File: src/rtl/pipelined_adder_pkg.sv
// Shared defaults and bit-level helpers for the pipelined ripple-carry adder.
package pipelined_adder_pkg;

    localparam int unsigned DEF_WIDTH  = 16;
    localparam int unsigned DEF_STAGES = 4;

    typedef struct packed {
        logic c;
        logic s;
    } fa_t;

    function automatic fa_t full_add(input logic a, input logic b, input logic c);
        fa_t r;
        r.s = a ^ b ^ c;
        r.c = (a & b) | (c & (a ^ b));
        return r;
    endfunction

    // Carry into the MSB is recoverable as a^b^s at that bit, so overflow needs no extra tap.
    function automatic logic ovf_msb(input logic a_msb, input logic b_msb,
                                     input logic s_msb, input logic cout);
        return (a_msb ^ b_msb ^ s_msb) ^ cout;
    endfunction

endpackage

File: src/rtl/pipelined_adder_if.sv
// Valid/ready operand and result channels of the pipelined adder.
interface pipelined_adder_if #(
    parameter int unsigned WIDTH = 16
) ();
    logic             in_valid;
    logic             in_ready;
    logic [WIDTH-1:0] a;
    logic [WIDTH-1:0] b;
    logic             cin;
    logic             out_valid;
    logic             out_ready;
    logic [WIDTH-1:0] sum;
    logic             cout;
    logic             ovf;

    modport master (
        output in_valid, a, b, cin, out_ready,
        input  in_ready, out_valid, sum, cout, ovf
    );

    modport slave (
        input  in_valid, a, b, cin, out_ready,
        output in_ready, out_valid, sum, cout, ovf
    );
endinterface

File: src/rtl/pipelined_adder_rca_slice.sv
// Combinational SW-bit ripple-carry slice built from full-adder cells.
module rca_slice
    import pipelined_adder_pkg::*;
#(
    parameter int unsigned SW = 4
) (
    input  logic [SW-1:0] i_a,
    input  logic [SW-1:0] i_b,
    input  logic          i_cin,
    output logic [SW-1:0] o_s,
    output logic          o_cout
);
    logic [SW:0] w_c;

    assign w_c[0] = i_cin;

    for (genvar i = 0; i < SW; i++) begin : g_bit
        fa_t w_fa;
        assign w_fa       = full_add(i_a[i], i_b[i], w_c[i]);
        assign o_s[i]     = w_fa.s;
        assign w_c[i+1]   = w_fa.c;
    end

    assign o_cout = w_c[SW];
endmodule

File: src/rtl/pipelined_adder.sv
// Pipelined ripple-carry adder: one SW-bit slice per stage, carry forwarded, valid/ready both sides.
module pipelined_adder
    import pipelined_adder_pkg::*;
#(
    parameter int unsigned WIDTH  = DEF_WIDTH,
    parameter int unsigned STAGES = DEF_STAGES
) (
    input  logic              i_clk,
    input  logic              i_rst,
    pipelined_adder_if.slave  bus
);
    localparam int unsigned SW = WIDTH / STAGES;

    if ((STAGES < 1) || ((WIDTH % STAGES) != 0)) begin : g_bad_cfg
        $error("pipelined_adder: WIDTH must be a multiple of STAGES and STAGES >= 1");
    end

    // w_rdy[k] is the ready into stage k; w_rdy[STAGES] is the consumer.
    logic [STAGES:0] w_rdy;
    assign w_rdy[STAGES] = bus.out_ready;

    for (genvar k = 0; k < STAGES; k++) begin : g_stage
        localparam int unsigned IN_W  = WIDTH - k * SW;
        localparam int unsigned REM_W = IN_W - SW;
        localparam int unsigned SUM_W = (k + 1) * SW;

        logic             w_vin;
        logic             w_cin;
        logic [IN_W-1:0]  w_ain;
        logic [IN_W-1:0]  w_bin;
        logic [SW-1:0]    w_s;
        logic             w_cout;
        logic [SUM_W-1:0] w_sum_nxt;
        logic             r_valid;
        logic             r_carry;
        logic [SUM_W-1:0] r_sum;

        if (k == 0) begin : g_head
            assign w_vin     = bus.in_valid;
            assign w_cin     = bus.cin;
            assign w_ain     = bus.a;
            assign w_bin     = bus.b;
            assign w_sum_nxt = w_s;
        end else begin : g_body
            assign w_vin     = g_stage[k-1].r_valid;
            assign w_cin     = g_stage[k-1].r_carry;
            assign w_ain     = g_stage[k-1].g_fwd.r_a;
            assign w_bin     = g_stage[k-1].g_fwd.r_b;
            assign w_sum_nxt = {w_s, g_stage[k-1].r_sum};
        end

        rca_slice #(.SW(SW)) u_slice (
            .i_a    (w_ain[SW-1:0]),
            .i_b    (w_bin[SW-1:0]),
            .i_cin  (w_cin),
            .o_s    (w_s),
            .o_cout (w_cout)
        );

        assign w_rdy[k] = ~r_valid | w_rdy[k+1];

        // Stage valid, carry and accumulated low sum bits; bubbles leave data untouched.
        always_ff @(posedge i_clk) begin
            if (i_rst) begin
                r_valid <= 1'b0;
                r_carry <= 1'b0;
                r_sum   <= '0;
            end else if (w_rdy[k]) begin
                r_valid <= w_vin;
                if (w_vin) begin
                    r_carry <= w_cout;
                    r_sum   <= w_sum_nxt;
                end
            end
        end

        if (REM_W > 0) begin : g_fwd
            logic [REM_W-1:0] r_a;
            logic [REM_W-1:0] r_b;

            // Operand bits not yet consumed travel alongside the partial sum.
            always_ff @(posedge i_clk) begin
                if (i_rst) begin
                    r_a <= '0;
                    r_b <= '0;
                end else if (w_rdy[k] && w_vin) begin
                    r_a <= w_ain[IN_W-1:SW];
                    r_b <= w_bin[IN_W-1:SW];
                end
            end
        end

        if (k == STAGES - 1) begin : g_tail
            logic r_ovf;

            // Signed overflow is only meaningful once the MSB slice has been added.
            always_ff @(posedge i_clk) begin
                if (i_rst) begin
                    r_ovf <= 1'b0;
                end else if (w_rdy[k] && w_vin) begin
                    r_ovf <= ovf_msb(w_ain[SW-1], w_bin[SW-1], w_s[SW-1], w_cout);
                end
            end
        end
    end

    assign bus.in_ready  = w_rdy[0] & ~i_rst;
    assign bus.out_valid = g_stage[STAGES-1].r_valid;
    assign bus.sum       = g_stage[STAGES-1].r_sum;
    assign bus.cout      = g_stage[STAGES-1].r_carry;
    assign bus.ovf       = g_stage[STAGES-1].g_tail.r_ovf;
endmodule

File: src/flat_wrapper.sv
// flat-port wrapper written by rule: the top's interface ports become plain ports
module pipelined_adder_flat import pipelined_adder_pkg::*;
#(
    parameter int unsigned WIDTH  = DEF_WIDTH,
    parameter int unsigned STAGES = DEF_STAGES
)
  (i_clk, i_rst, bus_in_valid, bus_a, bus_b, bus_cin, bus_out_ready, bus_in_ready, bus_out_valid, bus_sum, bus_cout, bus_ovf);
  pipelined_adder_if #(.WIDTH(WIDTH)) bus_i ();
  input  logic i_clk;
  input  logic i_rst;
  input wire logic [$bits(bus_i.in_valid)-1:0] bus_in_valid;
  input wire logic [$bits(bus_i.a)-1:0] bus_a;
  input wire logic [$bits(bus_i.b)-1:0] bus_b;
  input wire logic [$bits(bus_i.cin)-1:0] bus_cin;
  input wire logic [$bits(bus_i.out_ready)-1:0] bus_out_ready;
  output wire logic [$bits(bus_i.in_ready)-1:0] bus_in_ready;
  output wire logic [$bits(bus_i.out_valid)-1:0] bus_out_valid;
  output wire logic [$bits(bus_i.sum)-1:0] bus_sum;
  output wire logic [$bits(bus_i.cout)-1:0] bus_cout;
  output wire logic [$bits(bus_i.ovf)-1:0] bus_ovf;
  assign bus_i.in_valid = bus_in_valid;
  assign bus_i.a = bus_a;
  assign bus_i.b = bus_b;
  assign bus_i.cin = bus_cin;
  assign bus_i.out_ready = bus_out_ready;
  assign bus_in_ready = bus_i.in_ready;
  assign bus_out_valid = bus_i.out_valid;
  assign bus_sum = bus_i.sum;
  assign bus_cout = bus_i.cout;
  assign bus_ovf = bus_i.ovf;
  pipelined_adder #(.WIDTH(WIDTH), .STAGES(STAGES)) u_core (.i_clk(i_clk), .i_rst(i_rst), .bus(bus_i));
endmodule
File: config.mk
export PLATFORM = sky130hd
export DESIGN_NAME = pipelined_adder_flat
export DESIGN_NICKNAME = d
export VERILOG_FILES = /design/src/rtl/pipelined_adder_pkg.sv /design/src/rtl/pipelined_adder_if.sv /design/src/rtl/pipelined_adder_rca_slice.sv /design/src/rtl/pipelined_adder.sv /design/src/flat_wrapper.sv
export SDC_FILE = /design/constraint.sdc
export NUM_CORES = 1
export LEC_CHECK = 0
export CORE_MARGIN = 1
export CORE_UTILIZATION = 34
export CTS_BUF_LIST = sky130_fd_sc_hd__clkbuf_4 sky130_fd_sc_hd__clkbuf_8 sky130_fd_sc_hd__clkbuf_16
export CTS_CLUSTER_DIAMETER = 120
export CTS_CLUSTER_SIZE = 12
export DETAILED_ROUTE_END_ITERATION = 10
export PLACE_DENSITY_LB_ADDON = 0.25
export SYNTH_ARGS = -nofsm -noshare
export SYNTH_HDL_FRONTEND = slang
export SYNTH_HIERARCHICAL = 1
export SYNTH_SLANG_ARGS = --single-unit
File: constraint.sdc
create_clock -name i_clk -period 3 [get_ports i_clk]
set_input_delay 0.6 -clock i_clk [delete_from_list [all_inputs] [get_ports i_clk]]
set_output_delay 0.6 -clock i_clk [all_outputs]
set_load 0.01 [all_outputs]
# Word-level counts from Yosys, hierarchy flattened
# Cells that the tools add are included.
# W data, S select, Z words.
[word_totals] in_bits=37 word_cells=119 register_bits=97 out_inout_bits=20
[op_classes] n_reduce_logical=8 n_bitwise=92
[ops] cell="$xor A1 B1 Y1" count=34
[ops] cell="$and A1 B1 Y1" count=33
[ops] cell="$or A1 B1 Y1" count=20
[ops] cell="$reduce_and A2 Y1" count=4
[ops] cell="$not A1 Y1" count=5
[ops] cell="$logic_and A1 B1 Y1" count=4

# Logic depth before layout (Yosys ltp)
# Gate-level depths: netlist of the first run.
[depth] depth_word=10 mapped_depth=11 depth_no_buf=11

# By module
# Netlist of the first run, hierarchy kept.
[modules_own_cells] module="pipelined_adder" area_each_um2=4316.6 cells_per_inst=513 seq_area_each_um2=1941.9 n_inst=1
[modules_own_cells] module="rca_slice" area_each_um2=117.6 cells_per_inst=14 seq_area_each_um2=0.0 n_inst=4

# Worst setup path after synthesis of the first run
# No wires, ideal clock.
[synth_path] path_type="flip-flop to flip-flop" start="reg u_core.g_stage[2].g_fwd.r_a[0]" end="reg u_core.g_stage[3].g_tail.r_ovf (netlist: u_core/bus.ovf)" setup_time_ns=0.091 path_buffers=0 t_required_ns=2.909 path_stages_with_launch=12 synth_period_minus_slack_ns=2.465 setup_slack_ns=0.535 arrival_time_ns=2.374 cell_sequence="dfxtp_1 -> fa_1 -> inv_1 -> fa_1 -> inv_1 -> fa_1 -> inv_1 -> fa_1 -> inv_1 -> xnor2_1 -> xnor2_1 -> a311oi_1"
[synth_between] elab_chain_len=10 elab_cells_between_ends=13 classes_between="bitwise: 13"
[synth_lines] item="from (decl)" line="pipelined_adder.sv:78" text="logic [REM_W-1:0] r_a;"
[synth_lines] item="from (signal assigned)" line="pipelined_adder.sv:87" text="r_a <= w_ain[IN_W-1:SW];"
[synth_lines] item="$xor A1 B1 Y1" line="pipelined_adder_pkg.sv:15" text="r.c = (a & b) | (c & (a ^ b));"
[synth_lines] item="$and A1 B1 Y1" line="pipelined_adder_pkg.sv:15"
[synth_lines] item="$or A1 B1 Y1 (*)" line="pipelined_adder_pkg.sv:15"
[synth_lines] item="$and A1 B1 Y1 (*)" line="pipelined_adder_pkg.sv:15"
[synth_lines] item="$or A1 B1 Y1 (*)" line="pipelined_adder_pkg.sv:15"
[synth_lines] item="$and A1 B1 Y1 (*)" line="pipelined_adder_pkg.sv:15"
[synth_lines] item="$or A1 B1 Y1 (*)" line="pipelined_adder_pkg.sv:15"
[synth_lines] item="$xor A1 B1 Y1 (*)" line="pipelined_adder_pkg.sv:14" text="r.s = a ^ b ^ c;"
[synth_lines] item="via u_core.g_stage[3].w_s[3]" line="pipelined_adder.sv:31" text="logic [SW-1:0] w_s;"
[synth_lines] item="$xor A1 B1 Y1 (*) (2 in a row)" line="pipelined_adder_pkg.sv:22" text="return (a_msb ^ b_msb ^ s_msb) ^ cout;"
[synth_lines] item="to (signal assigned)" line="pipelined_adder.sv:101" text="r_ovf <= ovf_msb(w_ain[SW-1], w_bin[SW-1], w_s[SW-1], w_cout);"
[synth_lines] item="to (decl)" line="pipelined_adder.sv:94" text="logic r_ovf;"
# The timed path passes the listed nets; every way through them passes the cells marked *.
# A chain may end at the register's enable or synchronous reset.

# Worst setup path in the final report of the first run
[layout_path] start="in bus_out_ready" end="out bus_in_ready"
[layout_between] elab_chain_len=5
[layout_lines] item="from (decl)" line="flat_wrapper.sv:15" text="input wire logic [$bits(bus_i.out_ready)-1:0] bus_out_ready;"
[layout_lines] item="$or A1 B1 Y1 (4 in a row)" line="pipelined_adder.sv:60" text="assign w_rdy[k] = ~r_valid | w_rdy[k+1];"
[layout_lines] item="$and A1 B1 Y1" line="pipelined_adder.sv:107" text="assign bus.in_ready = w_rdy[0] & ~i_rst;"
[layout_lines] item="to (decl)" line="flat_wrapper.sv:16" text="output wire logic [$bits(bus_i.in_ready)-1:0] bus_in_ready;"
# Every way passes these cells.

==> impl_table.tex, run 1 <==
\begin{tabular}{lr}
\hline
Metric & Value \\
\hline
\multicolumn{2}{l}{\textbf{Finish}} \\
Layout overhead on the synthesized area & 19.7\% \\
Footprint of the multi-input gates & about 2400 um2 \\
Number of nets in the final layout & about 640 \\
Layout filler cell count & around 1300 \\
Final std cell area, no fill & between 5000 and 6000 um2 \\
Sequential cell area in the final layout & approximately 1900 um2 \\
Fraction of final layout cells sized beyond drive strength 1 & under 10\% \\
Utilization after layout & a little over two fifths \\
Total inserted antenna cells & 0 \\
Number of non-filler instances in the completed layout & approximately 770 \\
\multicolumn{2}{l}{\textbf{Drt}} \\
Detailed-route wire length per cell & around 14 um \\
ANT nets after route & 0 \\
Post-detailed-route via-to-cell ratio & around 5.3 \\
DR iter-0 viols & roughly 330 \\
Post-detailed-route DRC marker count & 0 \\
Total via count in the routed design & 4074 \\
DRT Wirelength & 10700 um \\
Drt first pass iters & 5 \\
\multicolumn{2}{l}{\textbf{Timing}} \\
Portion of the clock cycle consumed by the worst path in the final layout & between 90\% and 100\% \\
Max-Slew Margin vs Limit & 56.3\% \\
Highest clock rate & between 300 and 400 MHz \\
Tightest Pin Transition & approximately 0.65 ns \\
Post-route worst hold slack & 0.464 ns \\
Worst-case setup margin in the final layout & 0.262 ns \\
Post-Route Skew & a little over 0.005 ns \\
Final worst path period need & 2.74 ns \\
Final max-slew violation count & 0 \\
Aggregate negative setup slack & 0 ns \\
Unrepaired setup endpoints after global routing & no \\
Total setup violations reported at the end of the flow & 0 \\
Fin. Hold Viols & 0 \\
\multicolumn{2}{l}{\textbf{Logic synthesis}} \\
Yosys cell types & 29 \\
Number of nets in the synthesized netlist & roughly 620 \\
Number of warning messages in the yosys log & 6 \\
Number of register bits inferred by synthesis & 97 \\
Cell area after technology mapping & approximately 4800 um2 \\
Instance count of the mapped netlist & about 570 \\
Synthesized area per cell & 8.41 um2 \\
Share of the yosys chip area belonging to registers & 40.6\% \\
\multicolumn{2}{l}{\textbf{Clock network}} \\
Total clock buffers created by CTS & 9 \\
Max clock buf depth & 2 \\
Number of cells upsized or downsized after cts & 0 \\
Number of H-tree branching levels & 3 \\
Clock tree from TritonCTS & done \\
Root buffer cell & clkbuf\_16 \\
Clock sink count & just under 100 \\
Hold-fix buffer count after cts & 0 \\
Post-CTS Setup Repair Bufs & 0 \\
Clock transition at path regs & roughly 0.070 ns \\
Later-pin clock latency in the skew report & roughly 0.34 ns \\
\multicolumn{2}{l}{\textbf{Critical path}} \\
Cell class contributing the biggest share of worst-path delay & buffers and inverters \\
Signal arrival time at the worst endpoint & 2.14 ns \\
Category of the critical setup timing path & in2out \\
Buf+Inv Stages, Crit Path & 2 \\
Crit-path slowest cell & clkdlybuf4s50\_1 \\
Worst path cell trace & clkdlybuf4s50\_1, and4b\_2, a21oi\_1, clkdlybuf4s50\_1 \\
Required arrival time at the worst endpoint & 2.40 ns \\
Crit-path most repeated cell & clkdlybuf4s50\_1 \\
Worst stage delay on the critical path & between 0.5 and 0.6 ns \\
Crit path launch type & input port \\
Critical path endpoint category & output pin \\
Max Fanout on Critical Path & 5 \\
\multicolumn{2}{l}{\textbf{Place}} \\
Placed cell count & 755 \\
Number of buffers inserted by port buffering & 56 \\
Sum of net half-perimeters after detailed placement & roughly 7000 um \\
Post-placement worst setup slack & -0.0145 ns \\
Placer Congestion & 0.740 \\
Post-place instance area & roughly 5400 um2 \\
\multicolumn{2}{l}{\textbf{Die}} \\
Area inside the core boundary & $\sim$14000 um2 \\
Die Span Y & approximately 120 um \\
Initial standard-cell utilization of the core & 35.4\% \\
Die Wd & between 100 and 150 um \\
Std cell rows & between 40 and 50 \\
Boundary Pins & 57 \\
Area enclosed by the die boundary & between 10000 and 15000 um2 \\
\multicolumn{2}{l}{\textbf{Worst hold path}} \\
Path type of the worst min-delay path & reg2reg \\
\multicolumn{2}{l}{\textbf{GRT}} \\
Overflow after GRT & 0 \\
GRT Total Usage & 15.3\% \\
Global-route wire length before repair & 18100 um \\
Initial antenna violation count & 0 \\
Via count of the first global-routing pass & between 3000 and 4000 \\
Largest net degree at the start of global routing & 62 \\
\multicolumn{2}{l}{\textbf{Flow run}} \\
Count of maximum capacitance violations & 0 \\
\multicolumn{2}{l}{\textbf{Status}} \\
Status & finished, final reports clean \\
\multicolumn{2}{l}{\textbf{Pwr}} \\
Static leakage power & 2.00 nW \\
Maximum resistive drop on vdd & about 0.3 mV \\
PnR Total Power & 2.95 mW \\
PwrDens & 515 nW/um2 \\
\hline
\end{tabular}
final cells by class:
class,instances,share of cell area (%)
repair buffers,68,11.6
inverters,44,2.88
clock inverters,5,1.38
multi-input cells,370,42.2
flip-flops and latches,97,33.9
well taps,176,3.84
clock buffers,11,4.19
tightest hold or removal path, stage by stage, from the launching register on:
cell and delay [ns]:
dfxtp_1 0.31, nand2_1 0.05, mux2i_1 0.05
flip-flops by register name (all words and copies together), names as in the netlist:
register and flops:
u_core/bus.ovf 1, u_core/g_stage.r_valid 3, u_core/g_stage.g_fwd.r_b 24, u_core/bus.sum 16, u_core/g_stage.g_fwd.r_a 24, u_core/bus.cout 1, u_core/bus.out_valid 1, u_core/g_stage.r_sum 24
u_core/g_stage.r_carry 3
cell families (layout without fill, tap and decap cells):
family          after synthesis  count (layout)  synth area share [%]
compound gates              140             140                  17.7
xor+xnor                      3               3                 0.549
fa+ha+maj                    16              16                  6.69
buf+inv                     102             128                  8.97
flops                        97              97                  40.6
mux                          25              25                  5.23
simple gates                186             186                  20.3
placed cells by master (no fill, tap or decap), types with 2 or more instances in the layout:
master	instances
clkdlybuf4s50_1	54
mux2i_1	25
clkbuf_4	2
inv_2	3
buf_12	2
inv_1	41
clkbuf_16	9
a21oi_1	43
dfxtp_1	97
nor2_1	3
clkinv_2	2
bufinv_16	2
nand2_1	79
o21ai_0	29
o311ai_1	29
nor2b_1	2
a31oi_1	29
nand4_1	29
xnor2_1	3
nor3b_1	29
nand3_1	38
fa_1	16
o21ai_1	9
buf_2	2
buf_4	10
where the power goes:
group | switching [mW] | internal, mW
registers | 0.0440 | 1.35
logic | 0.180 | 0.149
clock network | 0.480 | 0.750
total | 0.704 | 2.25
Yosys cell counts:
cell | instances | area [um2]
and2b_1 | 1 | 7.51
nor2b_1 | 2 | 12.5
clkbuf_1 | 28 | 105
mux2i_1 | 25 | 250
and3b_1 | 1 | 8.76
nand2_1 | 79 | 297
o21ai_1 | 9 | 45.0
dfxtp_1 | 97 | 1940
a31oi_1 | 29 | 181
nand4_1 | 29 | 181
inv_1 | 41 | 154
a21oi_1 | 43 | 215
xnor2_1 | 3 | 26.3
o311ai_1 | 29 | 254
buf_4 | 1 | 7.51
and4b_1 | 1 | 10.0
fa_1 | 16 | 320
nand2b_1 | 1 | 6.26
buf_1 | 5 | 18.8
nor2_8 | 1 | 20.0
o21ai_0 | 29 | 145
nor3b_1 | 29 | 218
nand3_1 | 38 | 190
nand3b_1 | 1 | 7.51
a311oi_1 | 1 | 8.76
inv_2 | 3 | 11.3
nor2_1 | 3 | 11.3
buf_6 | 2 | 22.5
buf_2 | 22 | 110
worst paths after layout:
check	end	slack (ns)	cells after the start	startpoint
min	u_core/g_stage[1].g_fwd.r_b[3]	0.46	2	u_core/g_stage[1].g_fwd.r_b[3]
max reg2reg	u_core/bus.ovf	0.38	11	u_core/g_stage[2].g_fwd.r_a[0]
max	bus_in_ready	0.26	4	bus_out_ready
min reg2reg	u_core/g_stage[1].g_fwd.r_b[3]	0.46	2	u_core/g_stage[1].g_fwd.r_b[3]
routing by layer:
layer / part of all wire [%] / track usage [%] / routed length, um / up-vias
li1: - / - / - / 2059
met1: 50 / 20.9 / 5340 / 1888
met2: 44 / 23.8 / 4700 / 114
met3: 4.9 / 3.63 / 523 / 13
met4: 1.0 / 4.63 / 110 / 0
met5: 0 / 0 / 0 / -
(Power assumes the default switching activity.)
==> run 2: changes to the inputs <==
--- a/config.mk
+++ b/config.mk
@@ -5,13 +5,15 @@
 export SDC_FILE = /design/constraint.sdc
 export NUM_CORES = 1
 export LEC_CHECK = 0
+export ABC_CLOCK_PERIOD_IN_PS = 3000
 export CORE_MARGIN = 1
 export CORE_UTILIZATION = 34
-export CTS_BUF_LIST = sky130_fd_sc_hd__clkbuf_4 sky130_fd_sc_hd__clkbuf_8 sky130_fd_sc_hd__clkbuf_16
+export CTS_BUF_LIST = sky130_fd_sc_hd__clkbuf_4
 export CTS_CLUSTER_DIAMETER = 120
 export CTS_CLUSTER_SIZE = 12
 export DETAILED_ROUTE_END_ITERATION = 10
 export PLACE_DENSITY_LB_ADDON = 0.25
+export RECOVER_POWER = 25
 export SYNTH_ARGS = -nofsm -noshare
 export SYNTH_HDL_FRONTEND = slang
 export SYNTH_HIERARCHICAL = 1
==> impl_table.tex, run 2 (same netlist as run 1, synthesis figures left out) <==
\begin{tabular}{lr}
\hline
Metric & Value \\
\hline
\multicolumn{2}{l}{\textbf{Critical path}} \\
Endpoint of the lowest-slack register-to-register path & u\_core/bus.ovf \\
Required arrival time at the worst endpoint & 2.40 ns (about the same) \\
Category of the critical setup timing path & in2out \\
Startpoint of the most critical register-to-register path & u\_core/g\_stage[2].g\_fwd.r\_a[0] \\
Signal arrival time at the worst endpoint & 2.13 ns (about the same) \\
Capturing element of the worst setup path & bus\_in\_ready \\
Max Fanout on Critical Path & 5 (unchanged) \\
Number of cell instances on the worst register-to-register path & 11 (unchanged) \\
CP startpoint & bus\_out\_ready \\
Slack of the worst reg-to-reg path & 0.35 ns (-0.03 ns) \\
Critical path endpoint category & output pin \\
Crit path launch type & input port \\
\multicolumn{2}{l}{\textbf{Drt}} \\
DR iter-0 viols & 337 (+3.7\%) \\
ANT nets after route & 0 (unchanged) \\
Post-detailed-route DRC marker count & 0 (unchanged) \\
Total via count in the routed design & 4053 (-0.52\%) \\
Post-detailed-route via-to-cell ratio & 5.26 (-0.52\%) \\
Drt first pass iters & 4 (-1) \\
DRT Wirelength & 10600 um (-0.37\%) \\
Detailed-route wire length per cell & 13.8 um (-0.37\%) \\
\multicolumn{2}{l}{\textbf{Timing}} \\
Unrepaired setup endpoints after global routing & no \\
Tightest Pin Transition & 1.22 ns (+0.566 ns) \\
Highest clock rate & 366 MHz (+0.15\%) \\
Max-Slew Margin vs Limit & 18.6\% (-38 points) \\
Post-Route Skew & 0.00991 ns (+0.00484 ns) \\
Total setup violations reported at the end of the flow & 0 (unchanged) \\
Post-route worst hold slack & 0.473 ns (+0.00927 ns) \\
Portion of the clock cycle consumed by the worst path in the final layout & 91.1\% (-0.13 points) \\
Final worst path period need & 2.73 ns (-0.00401 ns) \\
Final max-slew violation count & 0 (unchanged) \\
Fin. Hold Viols & 0 (unchanged) \\
\multicolumn{2}{l}{\textbf{Place}} \\
Sum of net half-perimeters after detailed placement & 6980 um (unchanged) \\
Post-place instance area & 5410 um2 (unchanged) \\
Placer Congestion & 0.740 (unchanged) \\
Number of buffers inserted by port buffering & 56 (unchanged) \\
Placed cell count & 755 (unchanged) \\
\multicolumn{2}{l}{\textbf{Clock network}} \\
Clock sink count & 97 (unchanged) \\
Clock tree from TritonCTS & done \\
Hold-fix buffer count after cts & 0 (unchanged) \\
Total clock buffers created by CTS & 9 (unchanged) \\
Number of cells upsized or downsized after cts & 0 (unchanged) \\
Post-CTS Setup Repair Bufs & 0 (unchanged) \\
Later-pin clock latency in the skew report & 0.45 ns (+0.11 ns) \\
Root buffer cell & clkbuf\_4 \\
Number of H-tree branching levels & 3 (unchanged) \\
Clock transition at path regs & 0.14 ns (+0.07 ns) \\
Max clock buf depth & 2 (unchanged) \\
\multicolumn{2}{l}{\textbf{Die}} \\
Area inside the core boundary & 13500 um2 (unchanged) \\
Std cell rows & 42 (unchanged) \\
Area enclosed by the die boundary & 14600 um2 (unchanged) \\
Die Wd & 121 um (unchanged) \\
Boundary Pins & 57 (unchanged) \\
Die Span Y & 121 um (unchanged) \\
Initial standard-cell utilization of the core & 35.4\% (unchanged) \\
\multicolumn{2}{l}{\textbf{Pwr}} \\
Static leakage power & 1.92 nW (-3.7\%) \\
Maximum resistive drop on vdd & 0.227 mV (-26\%) \\
PnR Total Power & 2.51 mW (-15\%) \\
PwrDens & 451 nW/um2 (-12\%) \\
\multicolumn{2}{l}{\textbf{Finish}} \\
Footprint of the multi-input gates & 2420 um2 (unchanged) \\
Number of nets in the final layout & 643 (unchanged) \\
Layout filler cell count & 1360 (+1.9\%) \\
Commonest cells after routing, fill and taps aside & 97 x dfxtp\_1, 79 x nand2\_1, 54 x clkdlybuf4s50\_1, 43 x a21oi\_1, 41 x inv\_1 \\
Total inserted antenna cells & 0 (unchanged) \\
Number of non-filler instances in the completed layout & 771 (unchanged) \\
Most common cell after layout, fill and taps aside & dfxtp\_1 \\
Final std cell area, no fill & 5570 um2 (-2.9\%) \\
Fraction of final layout cells sized beyond drive strength 1 & 5.71\% (-0.17 points) \\
Sequential cell area in the final layout & 1940 um2 (unchanged) \\
Largest registers & u\_core/g\_stage.g\_fwd.r\_a (24), u\_core/g\_stage.g\_fwd.r\_b (24), u\_core/g\_stage.r\_sum (24) \\
Layout overhead on the synthesized area & 16.3\% \\
\multicolumn{2}{l}{\textbf{Worst hold path}} \\
Path type of the worst min-delay path & reg2reg \\
Hold\_sp & u\_core/g\_stage[1].r\_sum[2] \\
\multicolumn{2}{l}{\textbf{GRT}} \\
GRT Total Usage & 15.3\% (+0.022 points) \\
Initial antenna violation count & 0 (unchanged) \\
Overflow after GRT & 0 (unchanged) \\
Via count of the first global-routing pass & 3713 (-0.59\%) \\
Global-route wire length before repair & 18100 um (-0.42\%) \\
Largest net degree at the start of global routing & 62 (unchanged) \\
\multicolumn{2}{l}{\textbf{Status}} \\
Status & finished, final reports clean \\
\multicolumn{2}{l}{\textbf{Flow run}} \\
Count of maximum capacitance violations & 0 (unchanged) \\
\hline
\end{tabular}
-- run 2: changes by cell type in the layout (fill, tap and decap cells not counted), sizes merged --
| cell | before | now |
|---|---|---|
| buf | 14 | 11 |
| clkbuf | 11 | 14 |
-- run 2: area by class of cell --
cell class / count / area share (%)
Multi-Input combinational cell: 370 / 43.4
Sequential cell: 97 / 34.9
Timing Repair Buffer: 68 / 11.8
Tap cell: 176 / 3.96
Inverter: 44 / 2.97
Clock buffer: 11 / 1.48
Clock inverter: 5 / 1.42
-- run 2: report_power, final --
part | internal, mW | switching (mW)
Sequential | 1.35 | 0.0437
Clock | 0.358 | 0.429
Combinational | 0.149 | 0.181
Total | 1.86 | 0.654
-- run 2: worst min path at each step --
stage | end | slack, ns | cells after the start
3_5_place_dp | u_core/g_stage[1].r_sum[4] | 0.45 | 2
5_1_grt | u_core/g_stage[1].r_sum[2] | 0.49 | 2
3_3_place_gp | u_core/g_stage[1].g_fwd.r_b[3] | 0.45 | 2
6_report | u_core/g_stage[1].r_sum[2] | 0.47 | 2
4_1_cts | u_core/g_stage[1].r_sum[4] | 0.47 | 2
2_1_floorplan | u_core/g_stage[1].g_fwd.r_a[1] | 0.43 | 2
-- run 2: per-stage QoR --
| step | setup WS, ns | utilization [%] | setup TNS (ns) |
|---|---|---|---|
| after detailed placement | -0.0145 | 40.1 | -0.0145 |
| after global placement | 0.0267 | 40.1 | 0 |
| after global routing | 0.185 | 41.2 | 0 |
| after CTS | 0.257 | 41.3 | 0 |
| final | 0.266 | 41.2 | 0 |
| after floorplan | 0.535 | - | 0 |
-- run 2: worst max-delay path, stage by stage --
cell	delay (ns)
clkdlybuf4s50_1	0.54
and4b_2	0.29
a21oi_1	0.16
clkdlybuf4s50_1	0.55
-- run 2: metal layers --
layer  part of all wire, %  GRT usage (%)  up-vias  wire, um
met2                    46           23.6       97      4910
met5                     0              0        -         0
met3                   4.2           3.63        6       452
met1                    49           21.0     1895      5210
li1                      -              -     2055         -
met4                  0.66           4.94        0        70
